### config.mk
export PLATFORM = sky130hd
export DESIGN_NAME = iir1_inverse_flat
export DESIGN_NICKNAME = d
export VERILOG_FILES = /design/src/rtl/iir1_inverse_if.sv /design/src/rtl/iir1_inverse.sv /design/src/flat_wrapper.sv
export SDC_FILE = /design/constraint.sdc
export NUM_CORES = 1
export LEC_CHECK = 0
export CAP_MARGIN = 20
export CORE_ASPECT_RATIO = 1.4
export CORE_MARGIN = 5
export CORE_UTILIZATION = 40
export CTS_BUF_LIST = sky130_fd_sc_hd__clkbuf_8
export CTS_CLUSTER_SIZE = 16
export DETAILED_ROUTE_END_ITERATION = 8
export RECOVER_POWER = 100
export SYNTH_ARGS = -nofsm -noshare
export SYNTH_HDL_FRONTEND = slang
export SYNTH_SLANG_ARGS = --single-unit
### constraint.sdc
create_clock -name clk -period 8 [get_ports clk]
set_clock_uncertainty 0.15 [all_clocks]
set_input_delay 1.2 -clock clk [delete_from_list [all_inputs] [get_ports clk]]
set_output_delay 1.2 -clock clk [all_outputs]
set_load 0.01 [all_outputs]
### src/rtl/iir1_inverse_if.sv
// Handshake bundle between the iir1_inverse deconvolver and whoever feeds and drains it.
// The master side supplies y samples and coefficients; the slave side returns x and flags.
interface iir1_inverse_if #(
   parameter int YW = 32,
   parameter int AW = 8,
   parameter int BW = 8,
   parameter int XW = 16
) ();
   logic                 clear;
   logic signed [AW-1:0] a;
   logic signed [BW-1:0] b;
   logic signed [YW-1:0] y_in;
   logic                 in_valid;
   logic                 in_ready;
   logic signed [XW-1:0] x_out;
   logic                 inexact;
   logic                 sat;
   logic                 div0;
   logic                 out_valid;
   logic                 out_ready;

   modport master (
      output clear, a, b, y_in, in_valid, out_ready,
      input  in_ready, x_out, inexact, sat, div0, out_valid
   );

   modport slave (
      input  clear, a, b, y_in, in_valid, out_ready,
      output in_ready, x_out, inexact, sat, div0, out_valid
   );
endinterface

### src/rtl/iir1_inverse.sv
// Inverse of y(n) = a*y(n-1) + b*x(n): recovers x(n) = (y(n) - a*y(n-1)) / b
// with one multiply-subtract cycle followed by a bit-serial restoring divider.
module iir1_inverse #(
   parameter int YW = 32,
   parameter int AW = 8,
   parameter int BW = 8,
   parameter int XW = 16
) (
   input logic           clk,
   input logic           rst_n,
   iir1_inverse_if.slave bus
);
   localparam int EW = YW + AW + 1;
   localparam int CW = $clog2(EW + 1);
   localparam logic [CW-1:0] CNT_LAST = CW'(EW);
   localparam logic [EW-1:0] QMAX = {{(EW-XW+1){1'b0}}, {(XW-1){1'b1}}};
   localparam logic [EW-1:0] QMIN = {{(EW-XW){1'b0}}, 1'b1, {(XW-1){1'b0}}};

   typedef enum logic [1:0] {IDLE, MUL, DIV, DONE} state_t;

   state_t               state, state_next;
   logic signed [YW-1:0] y_reg, y_prev;
   logic signed [AW-1:0] a_reg;
   logic signed [BW-1:0] b_reg;
   logic signed [YW+AW-1:0] prod;
   logic [EW-1:0]        y_ext, p_ext, e_full, e_mag;
   logic                 e_neg, q_neg;
   logic [BW:0]          b_ext, dsr_n, dsr, rem, rem_n, diff;
   logic [BW+1:0]        shifted;
   logic                 qbit;
   logic [EW-1:0]        dvd, quo;
   logic [CW-1:0]        cnt;
   logic signed [XW-1:0] fin_x, x_reg;
   logic                 fin_sat, inexact_reg, sat_reg, div0_reg;

   // e is formed at full precision so the subtraction can never wrap.
   assign prod   = a_reg * y_prev;
   assign y_ext  = {{(EW-YW){y_reg[YW-1]}}, y_reg};
   assign p_ext  = {{(EW-YW-AW){prod[YW+AW-1]}}, prod};
   assign e_full = y_ext - p_ext;
   assign e_mag  = e_full[EW-1] ? -e_full : e_full;

   assign b_ext = {b_reg[BW-1], b_reg};
   assign dsr_n = b_reg[BW-1] ? -b_ext : b_ext;

   assign shifted = {rem, dvd[EW-1]};
   assign qbit    = (shifted >= {1'b0, dsr});
   assign diff    = shifted[BW:0] - dsr;
   assign rem_n   = qbit ? diff : shifted[BW:0];

   assign q_neg = e_neg ^ b_reg[BW-1];

   // Quotient magnitude is signed and clipped to the x range here.
   always_comb begin
      fin_x   = '0;
      fin_sat = 1'b0;
      if (!q_neg && (quo > QMAX)) begin
         fin_x   = {1'b0, {(XW-1){1'b1}}};
         fin_sat = 1'b1;
      end else if (q_neg && (quo > QMIN)) begin
         fin_x   = {1'b1, {(XW-1){1'b0}}};
         fin_sat = 1'b1;
      end else if (q_neg) begin
         fin_x = -quo[XW-1:0];
      end else begin
         fin_x = quo[XW-1:0];
      end
   end

   always_ff @(posedge clk or negedge rst_n) begin
      if (!rst_n) state <= IDLE;
      else        state <= state_next;
   end

   always_comb begin
      state_next = state;
      case (state)
         IDLE:    if (bus.in_valid) state_next = MUL;
         MUL:     state_next = DIV;
         DIV:     if (cnt == CNT_LAST) state_next = DONE;
         DONE:    if (bus.out_ready) state_next = IDLE;
         default: state_next = IDLE;
      endcase
   end

   always_comb begin
      bus.in_ready  = rst_n && (state == IDLE);
      bus.out_valid = (state == DONE);
      bus.x_out     = x_reg;
      bus.inexact   = inexact_reg;
      bus.sat       = sat_reg;
      bus.div0      = div0_reg;
   end

   // The DIV state spends EW cycles on quotient bits and one more formatting the result.
   always_ff @(posedge clk or negedge rst_n) begin
      if (!rst_n) begin
         y_reg       <= '0;
         y_prev      <= '0;
         a_reg       <= '0;
         b_reg       <= '0;
         e_neg       <= 1'b0;
         dvd         <= '0;
         quo         <= '0;
         dsr         <= '0;
         rem         <= '0;
         cnt         <= '0;
         x_reg       <= '0;
         inexact_reg <= 1'b0;
         sat_reg     <= 1'b0;
         div0_reg    <= 1'b0;
      end else begin
         case (state)
            IDLE: begin
               if (bus.in_valid) begin
                  y_reg <= bus.y_in;
                  a_reg <= bus.a;
                  b_reg <= bus.b;
               end else if (bus.clear) begin
                  y_prev <= '0;
               end
            end
            MUL: begin
               dvd    <= e_mag;
               e_neg  <= e_full[EW-1];
               dsr    <= dsr_n;
               rem    <= '0;
               quo    <= '0;
               cnt    <= '0;
               y_prev <= y_reg;
            end
            DIV: begin
               if (cnt == CNT_LAST) begin
                  if (b_reg == '0) begin
                     x_reg       <= '0;
                     sat_reg     <= 1'b0;
                     inexact_reg <= 1'b0;
                     div0_reg    <= 1'b1;
                  end else begin
                     x_reg       <= fin_x;
                     sat_reg     <= fin_sat;
                     inexact_reg <= (rem != '0);
                     div0_reg    <= 1'b0;
                  end
               end else begin
                  dvd <= {dvd[EW-2:0], 1'b0};
                  quo <= {quo[EW-2:0], qbit};
                  rem <= rem_n;
                  cnt <= cnt + CW'(1);
               end
            end
            default: ;
         endcase
      end
   end
endmodule

### src/flat_wrapper.sv
// flat-port wrapper written by rule: the top's interface ports become plain ports
module iir1_inverse_flat 
#(
   parameter int YW = 32,
   parameter int AW = 8,
   parameter int BW = 8,
   parameter int XW = 16
)
  (clk, rst_n, bus_clear, bus_a, bus_b, bus_y_in, bus_in_valid, bus_out_ready, bus_in_ready, bus_x_out, bus_inexact, bus_sat, bus_div0, bus_out_valid);
  iir1_inverse_if #(.YW(YW), .AW(AW), .BW(BW), .XW(XW)) bus_i ();
  input logic clk;
  input logic rst_n;
  input wire logic [$bits(bus_i.clear)-1:0] bus_clear;
  input wire logic [$bits(bus_i.a)-1:0] bus_a;
  input wire logic [$bits(bus_i.b)-1:0] bus_b;
  input wire logic [$bits(bus_i.y_in)-1:0] bus_y_in;
  input wire logic [$bits(bus_i.in_valid)-1:0] bus_in_valid;
  input wire logic [$bits(bus_i.out_ready)-1:0] bus_out_ready;
  output wire logic [$bits(bus_i.in_ready)-1:0] bus_in_ready;
  output wire logic [$bits(bus_i.x_out)-1:0] bus_x_out;
  output wire logic [$bits(bus_i.inexact)-1:0] bus_inexact;
  output wire logic [$bits(bus_i.sat)-1:0] bus_sat;
  output wire logic [$bits(bus_i.div0)-1:0] bus_div0;
  output wire logic [$bits(bus_i.out_valid)-1:0] bus_out_valid;
  assign bus_i.clear = bus_clear;
  assign bus_i.a = bus_a;
  assign bus_i.b = bus_b;
  assign bus_i.y_in = bus_y_in;
  assign bus_i.in_valid = bus_in_valid;
  assign bus_i.out_ready = bus_out_ready;
  assign bus_in_ready = bus_i.in_ready;
  assign bus_x_out = bus_i.x_out;
  assign bus_inexact = bus_i.inexact;
  assign bus_sat = bus_i.sat;
  assign bus_div0 = bus_i.div0;
  assign bus_out_valid = bus_i.out_valid;
  iir1_inverse #(.YW(YW), .AW(AW), .BW(BW), .XW(XW)) u_core (.clk(clk), .rst_n(rst_n), .bus(bus_i));
endmodule
Word level (Yosys, flattened, before mapping)
Cells that the tools add are included.
Word-level totals
  register bits: 208
  output and inout port bits: 21
  logic and storage cells: 77
Operators by class
  add/sub/neg operators: 6
  $mul: 1
  order comparisons: 3
  equality and inequality tests: 10
  mux-type cells: 27
  bitwise operators: 1
  reductions and logical operators: 14
Operators with widths (number)
  41-bit case mux with 2 select lines: 2
  41-bit two-way mux: 3
  16-bit two-way mux: 4
  32-bit two-way mux: 2
  32-bit case mux with 2 select lines: 1
  41-bit by 15-bit greater-than comparator with 1-bit output (second input constant): 1
  41-bit by 16-bit greater-than comparator with 1-bit output (second input constant): 1
  41-bit negation: 1
  32-bit by 40-bit subtractor with 41-bit output: 1
  8-bit by 32-bit multiplier with 40-bit output: 1
  9-bit two-way mux: 3
  9-bit case mux with 2 select lines: 1
  16-bit negation: 1
  6-bit case mux with 2 select lines: 1
  10-bit by 9-bit greater-or-equal comparator with 1-bit output: 1
  2-bit inequality test (second input constant): 5
  9-bit negation: 1
  9-bit nonzero test: 1
  9-bit subtractor: 1
  8-bit logical NOT: 1
  2-bit case mux with 4 select lines: 1
  6-bit by 1-bit adder with 6-bit output (second input constant): 1
  6-bit equality test (second input constant): 1
  2-bit two-way mux: 3
  other kinds (12): 23

Longest topological paths before layout
  depth after elaboration: 5
  mapped depth: 26
  depth with buffers taken out: 23

Worst setup path before layout
No wires, ideal clock.
  kind: register -> register
  from: reg u_core.a_reg[5]
  to: reg u_core.dvd[35]
  arrival: 6.156 ns
  setup slack: 1.557 ns
  stages on the path, launching flop included: 24
  buffers on the path: 2
  period minus slack after synthesis: 6.443 ns
  cell sequence: dfrtp_1 > clkbuf_1 > and2_1 > fa_1 > inv_1 > fa_1 > fa_1 > fa_1 > inv_1 > fa_1 > inv_1 > ha_1 > buf_2 > nand4_2 > or4_1 > a21oi_2 > o21a_1 > a31oi_1 > o31ai_1 > xor2_1 > nor3_2 > a2111oi_0 > a311oi_1 > o211ai_1
Between the ends
  word-level cells in the longest chain between the ends: 5
Ends and longest elaborated chain
  start: declaration: line iir1_inverse.sv:23  | logic signed [AW-1:0] a_reg;
  start signal: assignment: line iir1_inverse.sv:117  | a_reg <= bus.a;
  8-bit by 32-bit multiplier with 40-bit output (*): line iir1_inverse.sv:37  | assign prod = a_reg * y_prev;
  32-bit by 40-bit subtractor with 41-bit output (*): line iir1_inverse.sv:40  | assign e_full = y_ext - p_ext;
  41-bit negation: line iir1_inverse.sv:41  | assign e_mag = e_full[EW-1] ? -e_full : e_full;
  41-bit two-way mux (*): line iir1_inverse.sv:41
  41-bit case mux with 2 select lines (*): line iir1_inverse.sv:113  | case (state)
  end signal: assignment: line iir1_inverse.sv:124  | dvd <= e_mag;
  end signal: assignment: line iir1_inverse.sv:146  | dvd <= {dvd[EW-2:0], 1'b0};
  end: declaration: line iir1_inverse.sv:31  | logic [EW-1:0] dvd, quo;
Every way passes the cells marked *; elsewhere a longest branch is shown, timed or not.
A chain may end at the register's enable or synchronous reset.

Final worst setup path
Same ends and word-level chain as after synthesis.

==> results.yml <==
placed_design:
  placed_cell_area_mm2: 0.0229
  place_ws_ns: 0.260
  hpwlAfterDp_um: 40000
  place_congestion: 0.888
  portBuffers: 73
setup_path:
  ff2ff_path_depth: 21
  critPathLaunchType: "flip-flop"
  crit_path_frequent_cell: "fa_1"
  crit_arrival_ns: 7.88
  required_ns: 8.33
  slowest_delay_ns: 0.70
  worstSetupEndpointType: "flip-flop"
  critical_path.max_fanout: 20
  path_cells: "and2_0, fa_1, inv_1, fa_1, fa_1, fa_1, inv_1, fa_1, inv_1, ha_1, nand4_2, or4_1, a21oi_2, o21a_1, a31oi_1, o31ai_1, xor2_1, nor3_4, a2111oi_0, a311oi_1, o211ai_1"
  critPathKind: "reg -> reg"
  cp_slowest_cell: "dfrtp_1"
clock_tree:
  numCtsBuffers: 37
  cts_max_path_buffers: 3
  ctsRootBufferMaster: "clkbuf_8"
  clkSinkCount: 208
  htreeDepth: 2
  cts_tree: "yes"
  worstSkewPairLatency_ns: 0.60
  hold_buffers: 0
  clk_pin_slew_worst_paths_ns: 0.06
finish:
  largest_registers: "u_core.dvd: 41 flops, u_core.quo: 41 flops"
  synthToLayoutAreaGrowth_pct: 9.94
  multiInputGateArea_mm2: 0.0145
  final_area_mm2: 0.0237
  fill_cells: 5292
  drive_gt1_share_pct: 6.91
  seqCellArea_mm2: 0.00521
  nets: 2838
grt:
  grt_pass1_wl_um: 87300
  grt_start_max_net_pins: 82
  grt_usage_pct: 17.9
  antenna_found_initial: 1
  grt.overflow.total: 0
  grt_pass1_vias: 17300
synth:
  synth_top_family_by_area: "adder cells"
  synth.area.top_cells: "dfrtp_1 (24%), fa_1 (22%), inv_1 (6.8%)"
  synth_xor_area_share_pct: 4.01
  syn_inst: 2422
  synth_edf_count: 0
  yosys.area.top_type: "dfrtp_1"
  synth_flop_cell: "dfrtp_1"
  yosysSeqAreaShare_pct: 24.2
  synth_top_area_share_pct: 24.2
  muxShareOfSynthArea_pct: 2.89
  yosys-top-cells-count: "inv_1 (390), nand2_1 (255), fa_1 (234)"
  yosysWarnings: 0
  synth_cell_types: 98
  synth_compound_area_share_pct: 12.6
  synth_area_mm2: 0.0216
  syn-num-nets: 2814
  synthAdderAreaFrac_pct: 27.9
  avgSynthCellArea_um2: 8.90
  async_flop_share_pct: 100
  synthSimpleGateAreaFrac_pct: 19.6
  yosysMostFrequentCell: "inv_1"
  yosys_register_bits: 208
floorplanning:
  fp.dieH_um: 285
  ios: 74
  rows: 100
  coreArea_mm2: 0.0533
  start_util_pct: 40.4
  die_w_um: 206
  dieArea_mm2: 0.0587
route:
  avgViaCountPerCell: 5.12
  dr.pass1.iters: 5
  vias: 16300
  ant_nets: 0
  drt-total-wl_um: 51000
  drc: 0
  drtIter0Drc: 666
  drt-wirelength-per-cell_um: 16.0
sta:
  rsz0062_at_grt: "false"
  fin_crit_ns: 7.55
  drv_slew: 368
  slew_headroom_pct: -164
  timing.final.ws_setup_ns: 0.446
  holdWs_ns: 0.311
  setup_violations: 0
  final.setup.tns_ns: 0
  hold_violations: 0
  fmax_ghz: 0.132
  fin_crit_sh_pct: 94.4
  worst_slew_pin_slew_ns: 3.96
flow_run:
  cap_violations: 6
outcome:
  violations: "capacitance limit, slew limit"
  outcome: "finished with violations"
hold_path:
  hp-class: "reg -> reg"
  hold_depth: 2
[layout make-up]
class	instances	share of cell area, %
diodes	1	0.0106
inverters	390	6.18
clock inverters	17	0.481
flip-flops and latches	208	22.0
clock buffers	49	2.85
multi-input cells	1714	61.1
well taps	714	3.77
repair buffers	95	3.62
[cells in the final DEF, fill, tap and decap left out, drive strengths merged, types with 6 or more instances in the layout]
cell and count:
xnor2 66, and2 214, clkbuf 59, and3 8, o21ai 153, nor2b 51
a31oi 15, o31ai 11, and4 6, nor4 12, nand2b 14, nand2 255
a22oi 39, buf 13, or4 8, mux2 50, a21o 16, nand3 70
o211ai 10, fa 234, o21a 8, nand4 22, dlygate4sd3 22, nor3 20
inv 401, ha 105, or3 16, nor2 86, a21oi 88, a211oi 11
clkdlybuf4s50 50, mux2i 6, dfrtp 208, a22o 17, xor2 31
[timing repair]
| action | CTS | global route |
|---|---|---|
| setup endpoints to repair | 0 | 4 |
| setup buffers | 0 | 0 |
| gates resized for setup | 0 | 4 |
[critical path: cells and delay by family (launching register included)]
family,cells,cell delay [ns]
adder cells (fa/ha/maj),6,3.07
AO/OA/AOI/OAI,7,1.68
flip-flops,1,0.70
XOR/XNOR,1,0.43
AND/OR/NAND/NOR,4,1.27
buffers and inverters,3,0.14
[metal layers]
layer  track usage [%]  part of all wire (%)  vias up
li1                  -                     -     7896
met3              2.18                   2.8       79
met2              32.3                    52      265
met1              22.5                    43     8086
met5                 0                     0        -
met4              4.61                   2.2        0
[cells by family after synthesis]
kind of cell    count (synthesis)
compound gates                417
xor+xnor                       97
fa+ha+maj                     340
buf+inv                       500
flops                         208
mux                            56
simple gates                  804
[stage by stage]
stage	std cells	utilization, %
floorplan	2422	-
global placement	3119	43.0
detailed placement	3119	43.0
CTS	3185	44.5
global route	3188	44.5
finish	3188	44.5
[final timing paths]
path	endpoint	slack, ns	from
max in group asynchronous	u_core.quo[39]$_DFFE_PN0P_	2.07	rst_n
max	u_core.dvd[35]$_DFFE_PN0P_	0.45	u_core.a_reg[5]$_DFFE_PN0P_
min in group asynchronous	u_core.y_reg[10]$_DFFE_PN0P_	1.82	rst_n
max reg2reg	u_core.dvd[35]$_DFFE_PN0P_	0.45	u_core.a_reg[5]$_DFFE_PN0P_
min	u_core.bus.x_out[15]$_DFFE_PN0P_	0.31	u_core.bus.x_out[15]$_DFFE_PN0P_
min reg2reg	u_core.bus.x_out[15]$_DFFE_PN0P_	0.31	u_core.bus.x_out[15]$_DFFE_PN0P_
Power is not shown: default switching activity piles up to over one toggle a cycle in this logic, so the estimate is an artifact.
